--- src/rtl/countdown_pkg.sv ---
// Shared types and constants for the mm:ss:cc countdown timer.
// Holds the FSM state encoding, the BCD digit type and the preset clamp helper.
package countdown_pkg;

  typedef enum logic [1:0] {IDLE, RUN, PAUSE, DONE} state_t;

  typedef logic [3:0] bcd_t;

  localparam bcd_t BCD_MAX     = 4'd9;
  localparam bcd_t SEC_HI_MAX  = 4'd5;
  localparam bcd_t BLANK       = 4'hF;
  localparam int   BLINK_TICKS = 50;

  function automatic bcd_t clamp_digit(input bcd_t d, input bcd_t max);
    return (d > max) ? max : d;
  endfunction

endpackage

--- src/rtl/countdown_timer_if.sv ---
// Control/status bundle between the key debouncers, the timer and the seven-segment decoders.
// master drives keys and preset; slave is the timer itself.
interface countdown_timer_if;

  logic        start_pulse;
  logic        load_pulse;
  logic [15:0] preset_bcd;
  logic [23:0] digits_bcd;
  logic        running;
  logic        expired;
  logic        done_pulse;

  modport master (
    output start_pulse, load_pulse, preset_bcd,
    input  digits_bcd, running, expired, done_pulse
  );

  modport slave (
    input  start_pulse, load_pulse, preset_bcd,
    output digits_bcd, running, expired, done_pulse
  );

endinterface

--- src/rtl/countdown_timer_bcd_down_digit.sv ---
// One BCD digit of the decrementing borrow chain; MAX is the value a digit wraps to
// when it borrows from zero (9 for decimal digits, 5 for the tens-of-seconds digit).
module bcd_down_digit
  import countdown_pkg::*;
#(
  parameter bcd_t MAX = BCD_MAX
) (
  input  bcd_t digit,
  input  logic borrow_in,
  output bcd_t digit_next,
  output logic borrow_out
);

  always_comb begin
    digit_next = digit;
    borrow_out = 1'b0;
    if (borrow_in) begin
      if (digit == 4'd0) begin
        digit_next = MAX;
        borrow_out = 1'b1;
      end else begin
        digit_next = digit - 4'd1;
      end
    end
  end

endmodule

--- src/rtl/countdown_timer.sv ---
// Down-counting mm:ss:cc timer: loads a clamped BCD preset, decrements every TICK_DIV clocks
// while running and flags expiry. Optional EXPIRE_BLINK_EN blanks the display every 50 ticks in DONE.
module countdown_timer
  import countdown_pkg::*;
#(
  parameter int TICK_DIV = 500000
) (
  input logic              clk,
  input logic              reset_1_time,
  countdown_timer_if.slave bus
);

  localparam int             PW         = $clog2(TICK_DIV);
  localparam logic [PW-1:0] PRESC_LAST = PW'(TICK_DIV - 1);

  state_t        state_reg, state_next;
  bcd_t [5:0]    digits_reg, digits_next, digits_dec, digits_load;
  logic [PW-1:0] presc_reg, presc_next;
  logic          done_pulse_reg, done_pulse_next;
  logic          presc_wrap;
  logic          run_tick;
  logic [6:0]    borrow;

`ifdef EXPIRE_BLINK_EN
  localparam int             BW         = $clog2(BLINK_TICKS);
  localparam logic [BW-1:0] BLINK_LAST = BW'(BLINK_TICKS - 1);

  logic [BW-1:0] blink_cnt_reg, blink_cnt_next;
  logic          blink_phase_reg, blink_phase_next;
`endif

  assign presc_wrap = (presc_reg == PRESC_LAST);
  assign run_tick   = (state_reg == RUN) && presc_wrap;
  assign borrow[0]  = run_tick;

  // Digit index 0 is cc_lo, 5 is min_hi; only sec_hi (index 3) wraps to 5.
  genvar gi;
  generate
    for (gi = 0; gi < 6; gi++) begin : g_chain
      bcd_down_digit #(
        .MAX ((gi == 3) ? SEC_HI_MAX : BCD_MAX)
      ) u_digit (
        .digit      (digits_reg[gi]),
        .borrow_in  (borrow[gi]),
        .digit_next (digits_dec[gi]),
        .borrow_out (borrow[gi+1])
      );
    end

    for (gi = 0; gi < 4; gi++) begin : g_clamp
      assign digits_load[gi+2] = clamp_digit(bus.preset_bcd[gi*4 +: 4],
                                             (gi == 1) ? SEC_HI_MAX : BCD_MAX);
    end
  endgenerate

  assign digits_load[1:0] = '0;

  always_comb begin
    state_next      = state_reg;
    digits_next     = digits_reg;
    presc_next      = presc_reg;
    done_pulse_next = 1'b0;
`ifdef EXPIRE_BLINK_EN
    blink_cnt_next   = blink_cnt_reg;
    blink_phase_next = blink_phase_reg;
`endif
    if (bus.load_pulse) begin
      state_next  = IDLE;
      digits_next = digits_load;
      presc_next  = '0;
`ifdef EXPIRE_BLINK_EN
      blink_cnt_next   = '0;
      blink_phase_next = 1'b0;
`endif
    end else begin
      case (state_reg)
        IDLE: begin
          if (bus.start_pulse && (digits_reg != '0)) state_next = RUN;
        end
        RUN: begin
          presc_next = presc_wrap ? '0 : presc_reg + PW'(1);
          // borrow[6] would mean an underflow from 00:00:00, which is never applied
          if (run_tick && !borrow[6]) digits_next = digits_dec;
          if (run_tick && (digits_dec == '0)) begin
            state_next      = DONE;
            done_pulse_next = 1'b1;
`ifdef EXPIRE_BLINK_EN
            blink_cnt_next   = '0;
            blink_phase_next = 1'b0;
`endif
          end else if (bus.start_pulse) begin
            state_next = PAUSE;
          end
        end
        PAUSE: begin
          if (bus.start_pulse) state_next = RUN;
        end
        DONE: begin
`ifdef EXPIRE_BLINK_EN
          presc_next = presc_wrap ? '0 : presc_reg + PW'(1);
          if (presc_wrap) begin
            if (blink_cnt_reg == BLINK_LAST) begin
              blink_cnt_next   = '0;
              blink_phase_next = ~blink_phase_reg;
            end else begin
              blink_cnt_next = blink_cnt_reg + BW'(1);
            end
          end
`endif
        end
        default: state_next = IDLE;
      endcase
    end
  end

  always_ff @(posedge clk or negedge reset_1_time) begin
    if (!reset_1_time) begin
      state_reg      <= IDLE;
      digits_reg     <= '0;
      presc_reg      <= '0;
      done_pulse_reg <= 1'b0;
`ifdef EXPIRE_BLINK_EN
      blink_cnt_reg   <= '0;
      blink_phase_reg <= 1'b0;
`endif
    end else begin
      state_reg      <= state_next;
      digits_reg     <= digits_next;
      presc_reg      <= presc_next;
      done_pulse_reg <= done_pulse_next;
`ifdef EXPIRE_BLINK_EN
      blink_cnt_reg   <= blink_cnt_next;
      blink_phase_reg <= blink_phase_next;
`endif
    end
  end

  assign bus.running    = (state_reg == RUN);
  assign bus.expired    = (state_reg == DONE);
  assign bus.done_pulse = done_pulse_reg;

`ifdef EXPIRE_BLINK_EN
  assign bus.digits_bcd = blink_phase_reg ? {6{BLANK}} : digits_reg;
`else
  assign bus.digits_bcd = digits_reg;
`endif

endmodule

--- src/flat_wrapper.sv ---
// flat-port wrapper written by rule: the top's interface ports become plain ports
module countdown_timer_flat import countdown_pkg::*;
#(
  parameter int TICK_DIV = 500000
)
  (clk, reset_1_time, bus_start_pulse, bus_load_pulse, bus_preset_bcd, bus_digits_bcd, bus_running, bus_expired, bus_done_pulse);
  countdown_timer_if bus_i ();
  input logic clk;
  input logic reset_1_time;
  input wire logic [$bits(bus_i.start_pulse)-1:0] bus_start_pulse;
  input wire logic [$bits(bus_i.load_pulse)-1:0] bus_load_pulse;
  input wire logic [$bits(bus_i.preset_bcd)-1:0] bus_preset_bcd;
  output wire logic [$bits(bus_i.digits_bcd)-1:0] bus_digits_bcd;
  output wire logic [$bits(bus_i.running)-1:0] bus_running;
  output wire logic [$bits(bus_i.expired)-1:0] bus_expired;
  output wire logic [$bits(bus_i.done_pulse)-1:0] bus_done_pulse;
  assign bus_i.start_pulse = bus_start_pulse;
  assign bus_i.load_pulse = bus_load_pulse;
  assign bus_i.preset_bcd = bus_preset_bcd;
  assign bus_digits_bcd = bus_i.digits_bcd;
  assign bus_running = bus_i.running;
  assign bus_expired = bus_i.expired;
  assign bus_done_pulse = bus_i.done_pulse;
  countdown_timer #(.TICK_DIV(TICK_DIV)) u_core (.clk(clk), .reset_1_time(reset_1_time), .bus(bus_i));
endmodule
--- config.mk ---
export PLATFORM = sky130hd
export DESIGN_NAME = countdown_timer_flat
export DESIGN_NICKNAME = d
export VERILOG_FILES = /design/src/rtl/countdown_pkg.sv /design/src/rtl/countdown_timer_if.sv /design/src/rtl/countdown_timer_bcd_down_digit.sv /design/src/rtl/countdown_timer.sv /design/src/flat_wrapper.sv
export SDC_FILE = /design/constraint.sdc
export NUM_CORES = 1
export LEC_CHECK = 0
export ABC_CLOCK_PERIOD_IN_PS = 6000
export CORE_ASPECT_RATIO = 1.75
export CORE_UTILIZATION = 49
export CTS_CLUSTER_DIAMETER = 30
export CTS_CLUSTER_SIZE = 14
export DETAILED_ROUTE_END_ITERATION = 12
export PLACE_DENSITY = 0.77
export SLEW_MARGIN = 20
export SYNTH_ARGS = -nofsm -noshare
export SYNTH_HDL_FRONTEND = slang
export SYNTH_HIERARCHICAL = 1
export SYNTH_SLANG_ARGS = --single-unit
--- constraint.sdc ---
create_clock -name clk -period 6 [get_ports clk]
set_input_delay 1.2 -clock clk [delete_from_list [all_inputs] [get_ports clk]]
set_output_delay 1.2 -clock clk [all_outputs]
set_load 0.01 [all_outputs]
; Yosys cells after proc, flatten, opt, wreduce, memory -nomap -nowiden
; Index checks and enable logic that the tools add are counted.
[word_totals]
register_bits = 46
latch_bits = 0
mem_bits_rw = 0
mem_bits_ro = 0
input_bits = 20
out_inout_bits = 27
wordCells = 89
mem_count = 0
[classes]
n_addsub = 7
multipliers = 0
n_div = 0
order_cmp = 4
n_eq_ne = 7
shift = 0
mux = 43
bitwise = 0
reduce_logical = 19
[ops]
columns = cell, n
row1 = two-way mux 24 bit, 3
row2 = two-way mux 4 bit, 16
row3 = two-way mux 19 bit, 3
row4 = logical NOT 24 bit, 1
row5 = logical NOT 4 bit, 6
row6 = nonzero test 24 bit, 1
row7 = subtractor 4 x 1 -> 4 bit (second input constant), 6
row8 = adder 19 x 1 -> 19 bit (second input constant), 1
row9 = equality test 19 bit (second input constant), 1
row10 = two-way mux 1 bit, 15
row11 = greater-than comparator 4 bit (second input constant), 3
row12 = two-way mux 2 bit, 5
row13 = one-hot mux 2 bit (3 select lines), 1
row14 = equality test 2 bit (second input constant), 2
row15 = greater-than comparator 4 x 3 -> 1 bit (second input constant), 1
row16 = logical AND 1 bit, 4
row17 = inequality test 4 x 3 -> 1 bit (second input constant), 1
row18 = AND reduction 4 bit, 1
row19 = nonzero test 2 bit, 2
row20 = nonzero test 4 bit, 1
row21 = inequality test 3 x 2 -> 1 bit (second input constant), 1
row22 = inequality test 3 bit (second input constant), 1
row23 = equality test 2 x 1 -> 1 bit (second input constant), 1
row24 = logical NOT 2 bit, 1
row25 = other kinds (2), 2

; Depth between registers and ports, before layout
; Gate-level depths: netlist of the first run.
[depth]
ltp_word = 13
mapped_depth = 22
mapped_depth_nobuf = 22

; Modules after synthesis
; The synthesis of the first run kept the hierarchy.
[by_module_without_submodules]
columns = mod, instances, cells_each, area_each_um2, seq_area_each_um2
row1 = countdown_timer, 1, 265, 2512.4, 1151.1
row2 = bcd_down_digit (u_core.g_chain[0].u_digit ...), 5, 11, 78.8, 0.0
row3 = bcd_down_digit (u_core.g_chain[3].u_digit), 1, 9, 58.8, 0.0

; Worst setup path before layout of the first run
; Ideal clock, no wire load.
[synth_timing]
path_kind = register to register
startpoint = register u_core.presc_reg[5]
endpoint = register u_core.state_reg[1]
setup_ns = 0.107
arrival_ns = 5.536
required_ns = 5.893
setup_slack_ns = 0.357
stages_incl_launch_ff = 23
path_buffers = 1
synth_period_minus_slack_ns = 5.643
cell_sequence = dfrtp_1 buf_6 nor4b_1 nand4_2 nor2_1 nand2b_4 nor4_1 nand2b_4 nor4_1 nand2b_4 nor4_1 inv_1 or3_4 nor3_1 nand2b_4 nor4_1 nand2b_4 o21ai_0 nand2_1 nor4_1 nand4_1 or3_4 a2111oi_4
[synth_rtl]
columns = element, line_no
row1 = "start, declared", countdown_timer.sv:18  ; logic [PW-1:0] presc_reg, presc_next;
row2 = "start signal, assigned", countdown_timer.sv:129  ; presc_reg <= presc_next;
row3 = "end signal, assigned", countdown_timer.sv:127  ; state_reg <= state_next;
row4 = "end, declared", countdown_timer.sv:16  ; state_t state_reg, state_next;

==> flow_metrics.env, run 1 <==
export IMPL_grt_pass1_wl_mm=12.7
export IMPL_drt_iter0_drc=260
export IMPL_ys_top_cells_by_count="46 x dfrtp_1, 41 x nand2_1, 24 x nor2_1, 19 x o21ai_0"
export IMPL_syn2layout_area_growth_pct=20.8
export IMPL_dp_hpwl_mm=5.58
export IMPL_crit_fanout=9
export IMPL_synth_top_family_by_area="simple AND/OR/NAND/NOR gates"
export IMPL_ys_warnings_count=6
export IMPL_synthAdderAreaFrac_pct=0.422
export IMPL_r2r_cells=23
export IMPL_cts_made_buffers=5
export IMPL_use_met1_pct=30.5
export IMPL_synth_compound_gate_area_share_pct=17.6
export IMPL_clkLatencyLatePin_ns=0.32
export IMPL_finalHoldViolCount=0
export IMPL_synth_mux_area_share_pct=1.35
export IMPL_die_h_um=105
export IMPL_min_to="u_core/presc_reg[15]"
export IMPL_critPathArrivalTime_ns=5.62
export IMPL_timing_rr_start="u_core/presc_reg[5]"
export IMPL_place_congestion=0.921
export IMPL_antenna_found_initial=0
export IMPL_grt_pass1_vias=2651
export IMPL_path_class="flip-flop to flip-flop"
export IMPL_cellLeakagePower_nw=1.50
export IMPL_rows=37
export IMPL_largest_register_ffs=24
export IMPL_num_vias=2814
export IMPL_synth_most_common_cell="dfrtp_1"
export IMPL_place_inst=446
export IMPL_cts_hold_buf=0
export IMPL_rrSetupSlack_ns=0.60
export IMPL_cp_end_kind="flip-flop"
export IMPL_viasPerCell=6.20
export IMPL_avgSynthCellArea_um2=9.01
export IMPL_chipWidth_um=60.8
export IMPL_syn_instance_count=329
export IMPL_hold_path_depth=1
export IMPL_r2r_end="u_core/state_reg[1]"
export IMPL_post_cts_buffers=0
export IMPL_drc=0
export IMPL_clk_pin_slew_ns=0.09
export IMPL_fin_total_pwr_w=0.000664
export IMPL_num_antenna_cells=0
export IMPL_grt_max_degree=47
export IMPL_gr_max_usage_layer="met2"
export IMPL_netlist_top_cell_by_area="dfrtp_1"
export IMPL_firstDrtPassIters=7
export IMPL_wl_per_cell_um=17.2
export IMPL_cp_slowest_cell="dfrtp_1"
export IMPL_syn_nets=350
export IMPL_htree_levels=2
export IMPL_yosysSeqAreaShare_pct=38.8
export IMPL_synth_simple_gate_area_share_pct=33.7
export IMPL_crit_path_start_kind="flip-flop"
export IMPL_cts_sinks=46
export IMPL_finalWirelength_mm=7.80
export IMPL_synthTopCellsByArea="dfrtp_1 39%, nand2_1 5.2%, xor2_1 3.8%"
export IMPL_whs_ns=0.533
export IMPL_rsz0062_at_grt="false"
export IMPL_grt_overflow=0
export IMPL_vdd_drop_max_mv=0.147
export IMPL_clk_path_buf_depth=2
export IMPL_post_route_period_util_pct=90.0
export IMPL_fin_crit_ns=5.40
export IMPL_start_util_pct=50.4
export IMPL_worstMarginPinSlew_ns=0.991
export IMPL_synth_top_area_share_pct=38.8
export IMPL_grt_usage_pct=26.6
export IMPL_dieArea_um2=6380
export IMPL_synth_xor_area_share_pct=4.43
export IMPL_cts_root_buf="clkbuf_8"
export IMPL_setup_violations=0
export IMPL_synth_edf_count=0
export IMPL_drv_cap=0
export IMPL_outcome="completed"
export IMPL_global_route_usage_met2_pct=46.2
export IMPL_ys_flop_type="dfrtp_1"
export IMPL_drive_gt1_share_pct=10.6
export IMPL_fin_skew_ns=0.00987
export IMPL_grt_use_met3_pct=4.33
export IMPL_final_cell_count_no_fill=454
export IMPL_slowest_delay_ns=0.47
export IMPL_holdCritStartpoint="u_core/presc_reg[15]"
export IMPL_cp_required_ns=6.22
export IMPL_p_per_area_nw_per_um2=185
export IMPL_holdCritPathClass="flip-flop to flip-flop"
export IMPL_antenna_left=0
export IMPL_tns_ns=0
export IMPL_fmax_mhz=185
export IMPL_io_pins=47
export IMPL_slew_headroom_pct=33.6
export IMPL_syn_cell_area_um2=2970
export IMPL_io_buffers=46
export IMPL_slew_viol_final=0
export IMPL_synth_seq_cells=46
export IMPL_yosys_cell_types_count=54
export IMPL_nets=396
export IMPL_worstPathCellList="nor4b_1 > nand4_2 > nor2_1 > nand2b_4 > nor4_1 > buf_4 > nand2b_4 > nor4_1 > buf_4 > nand2b_4 > nor4_1 > inv_1 > or3_4 > nor3_2 > nand2b_4 > nor4_1 > buf_4 > nand2b_4 > a21o_2 > nor4_1 > nand4_1 > or3_4 > a2111oi_4"
export IMPL_cts_tree="yes"
export IMPL_async_reset_ff_share_pct=100
export IMPL_core_area_um2=5880
## cells by family after synthesis
family	after synthesis
DFF	46
and+or+nand+nor	172
buffers and inverters	20
muxes	4
AOI/OAI and AO/OA	71
adders and majority gates	1
xor gates and xnor gates	15
## worst max-delay path, delay by kind of cell, from the launching register on
family,cells,cell delay (ns)
flops,1,0.47
compound gates,2,0.52
simple gates,17,3.69
buf+inv,4,0.63
## cells in the final DEF, fill, tap and decap left out, types with 3 or more instances in the layout
master           synthesis  layout
and3_1                   4       4
a21o_2                   5       5
nor3_1                  17      16
mux2i_1                  4       4
nor2_1                  24      23
or4b_1                   5       5
xor2_1                  13      13
nand2b_4                 5       5
a22o_1                  10      10
nor4_1                  17      16
o21ai_1                  5       5
a31oi_1                  3       3
nand2_1                 41      41
nand3_1                 16      16
and2_1                   5       5
clkbuf_8                 0       5
nand4_1                  8       8
dfrtp_1                 46      46
or3_1                    6       6
clkdlybuf4s50_1          0      45
inv_1                    8       8
a21oi_1                  9       9
nand3b_1                 3       3
o21ai_0                 19      19
a221o_1                  3       3
nor2b_1                  4       4
buf_4                    0       6
## layout make-up
type	count	area [µm²]
Timing Repair Buffer	51	495
Fill cell	522	2300
Clock inverter	3	21.3
Tap cell	78	97.6
Inverter	8	30.0
Sequential cell	46	1150
Multi-Input combinational cell	263	1720
Clock buffer	5	68.8
## worst max-delay path by stage
stage	from	end	slack [ns]	depth (start not counted)
floorplan	u_core/presc_reg[5]	u_core/state_reg[1]	0.36	22
global placement	u_core/presc_reg[14]	u_core/state_reg[1]	0.61	23
detailed placement	u_core/presc_reg[5]	u_core/state_reg[1]	0.52	23
CTS	u_core/presc_reg[11]	u_core/state_reg[1]	0.48	23
global route	u_core/presc_reg[5]	u_core/state_reg[1]	0.09	23
finish	u_core/presc_reg[5]	u_core/state_reg[1]	0.60	23
## metrics by stage
step	worst slack, ns	cell area (µm²)	util (%)
floorplan	0.357	2970	-
global placement	0.611	3480	59.1
detailed placement	0.515	3480	59.1
CTS	0.481	3570	60.7
global route	0.0852	3580	60.9
finish	0.600	3580	60.9
## routing by layer
metal,vias to the layer above,wire (µm)
li1,1324,-
met1,1364,2930
met3,20,382
met4,0,264
met5,-,0
met2,106,4220
## where the power goes
part | total, W | internal, W | switching, W
registers | 0.000347 | 0.000322 | 0.0000245
logic | 0.000118 | 0.0000581 | 0.0000594
clock network | 0.000200 | 0.0000820 | 0.000118
total | 0.000664 | 0.000462 | 0.000201
## repair_timing
item	4_1_cts	5_1_grt
setup endpoints to repair	0	19
endpoints found under the hold margin	0	0
resized for setup	0	2
Note: power is estimated with default switching activity, not from simulation.
==> inputs of run 2 (changes only) <==
--- a/config.mk
+++ b/config.mk
@@ -6,9 +6,11 @@
 export NUM_CORES = 1
 export LEC_CHECK = 0
 export ABC_CLOCK_PERIOD_IN_PS = 6000
+export CELL_PAD_IN_SITES_DETAIL_PLACEMENT = 1
+export CELL_PAD_IN_SITES_GLOBAL_PLACEMENT = 2
 export CORE_ASPECT_RATIO = 1.75
-export CORE_UTILIZATION = 49
-export CTS_CLUSTER_DIAMETER = 30
+export CORE_UTILIZATION = 30
+export CTS_CLUSTER_DIAMETER = 150
 export CTS_CLUSTER_SIZE = 14
 export DETAILED_ROUTE_END_ITERATION = 12
 export PLACE_DENSITY = 0.77
==> run 2 against run 1 <==
Compared with the run above:
- sequential cell count did not move
- worst setup slack worse by 0.11 ns
- final cell count rose by 10%
- first-iteration DRC count shrank 70%
==> flow_metrics.env, run 2 (synthesis gave the netlist of run 1 again) <==
export IMPL_drv_cap=0
export IMPL_clk_pin_slew_ns=0.07
export IMPL_timing_rr_start="u_core/presc_reg[7]"
export IMPL_final_cell_mix="46 x dfrtp_1, 45 x clkdlybuf4s50_1, 41 x nand2_1"
export IMPL_cts_made_buffers=5
export IMPL_largest_register_ffs=24
export IMPL_vdd_drop_max_mv=0.121
export IMPL_hold_path_depth=1
export IMPL_antenna_left=0
export IMPL_place_congestion=0.790
export IMPL_fmax_mhz=182
export IMPL_firstDrtPassIters=4
export IMPL_io_buffers=46
export IMPL_io_pins=47
export IMPL_htree_levels=2
export IMPL_final_common_cell="dfrtp_1"
export IMPL_cp_end_kind="flip-flop"
export IMPL_viasPerCell=5.58
export IMPL_slew_headroom_pct=30.3
export IMPL_finalHoldViolCount=0
export IMPL_p_per_area_nw_per_um2=225
export IMPL_setup_violations=0
export IMPL_grt_pass1_wl_mm=15.1
export IMPL_drt_iter0_drc=78
export IMPL_grt_pass1_vias=2851
export IMPL_post_route_period_util_pct=91.8
export IMPL_clk_path_buf_depth=2
export IMPL_antenna_found_initial=0
export IMPL_outcome="completed"
export IMPL_crit_path_start_kind="flip-flop"
export IMPL_start_util_pct=31.1
export IMPL_cp_required_ns=6.20
export IMPL_cts_resized=0
export IMPL_clkLatencyLatePin_ns=0.30
export IMPL_post_cts_buffers=0
export IMPL_holdCritStartpoint="u_core/presc_reg[0]"
export IMPL_min_to="u_core/presc_reg[0]"
export IMPL_fin_crit_ns=5.51
export IMPL_r2r_cells=23
export IMPL_syn2layout_area_growth_pct=26.3
export IMPL_wl_per_cell_um=18.6
export IMPL_nets=398
export IMPL_critPathArrivalTime_ns=5.71
export IMPL_die_h_um=134
export IMPL_cts_sinks=46
export IMPL_drive_gt1_share_pct=10.6
export IMPL_fin_skew_ns=0.00970
export IMPL_holdCritPathClass="flip-flop to flip-flop"
export IMPL_cts_tree="yes"
export IMPL_post_place_ws_ns=0.392
export IMPL_grt_overflow=0
export IMPL_worst_slack_ns=0.491
export IMPL_grt_max_degree=47
export IMPL_rows=47
export IMPL_r2r_end="u_core/state_reg[1]"
export IMPL_worstMarginPinSlew_ns=1.02
export IMPL_dp_hpwl_mm=7.00
export IMPL_grt_usage_pct=19.1
export IMPL_slew_viol_final=0
export IMPL_global_route_usage_met2_pct=38.6
export IMPL_use_met1_pct=19.1
export IMPL_finalWirelength_mm=9.29
export IMPL_gr_max_usage_layer="met2"
export IMPL_dieArea_um2=10300
export IMPL_path_class="flip-flop to flip-flop"
export IMPL_rrSetupSlack_ns=0.49
export IMPL_cts_root_buf="clkbuf_16"
export IMPL_num_vias=2792
export IMPL_num_antenna_cells=0
export IMPL_grt_use_met3_pct=2.53
export IMPL_cts_hold_buf=0
export IMPL_cellLeakagePower_nw=1.55
export IMPL_chipWidth_um=77.2
export IMPL_drc=0
export IMPL_rsz0062_at_grt="false"
export IMPL_tns_ns=0
export IMPL_crit_fanout=7
export IMPL_core_area_um2=9530
-- run 2: cell count changes in the layout (fill, tap and decap cells not counted), sizes merged --
cell / before / now
buf: 6 / 8
bufinv: 0 / 2
clkinv: 2 / 1
clkinvlp: 1 / 0
-- run 2: report_power, final --
part	internal (W)	switching (W)	total (W)
clock network	0.000240	0.000133	0.000373
registers	0.000322	0.0000254	0.000348
logic	0.0000589	0.0000627	0.000122
-- run 2: cell type report --
cell class / count / area (µm²)
Timing Repair Buffer: 53 / 508
Fill cell: 1139 / 5780
Multi-Input combinational cell: 263 / 1710
Inverter: 8 / 30.0
Sequential cell: 46 / 1150
Clock inverter: 3 / 68.8
Tap cell: 122 / 153
Clock buffer: 5 / 125
-- run 2: critical path, stage by stage (launching register included) --
cell and delay [ns]:
dfrtp_1 0.46, nor4b_1 0.39, nand4_2 0.21, nor2_1 0.28, nand2b_4 0.10, nor4_1 0.18
buf_4 0.18, nand2b_4 0.07, nor4_1 0.17, buf_4 0.17, nand2b_4 0.07, nor4_1 0.33
inv_1 0.11, or3_4 0.38, nor3_2 0.25, nand2b_4 0.11, nor4_1 0.22, buf_4 0.19
nand2b_4 0.07, a21o_2 0.22, nor4_1 0.38, nand4_1 0.14, or3_4 0.42, a2111oi_4 0.30
-- run 2: worst max-delay path by stage --
stage / slack, ns / endpoint / from / depth (start not counted)
3_5_place_dp: 0.39 / u_core/state_reg[1] / u_core/presc_reg[12] / 23
4_1_cts: 0.36 / u_core/state_reg[0] / u_core/presc_reg[12] / 23
3_3_place_gp: 0.57 / u_core/state_reg[1] / u_core/presc_reg[5] / 23
6_report: 0.49 / u_core/state_reg[1] / u_core/presc_reg[7] / 23
5_1_grt: 0.12 / u_core/state_reg[0] / u_core/presc_reg[5] / 24
2_1_floorplan: 0.36 / u_core/state_reg[1] / u_core/presc_reg[5] / 22
-- run 2: through the flow --
step                cell area, µm²  hold WS (ns)  total power [W]  cells  utilization (%)
finish                        3750         0.537         0.000843    500             39.3
CTS                           3740         0.547         0.000853    500             39.3
detailed placement            3550         0.528         0.000479    492             37.2
global route                  3750         0.560         0.000877    500             39.3
floorplan                     2970         0.476         0.000408    329                -
global placement              3550         0.503         0.000476    492             37.2
-- run 2: per-layer routing --
metal	routed length, µm	share of wire [%]
met3	226	2.4
met4	188	2.0
met1	3440	37
met5	0	0
met2	5430	58
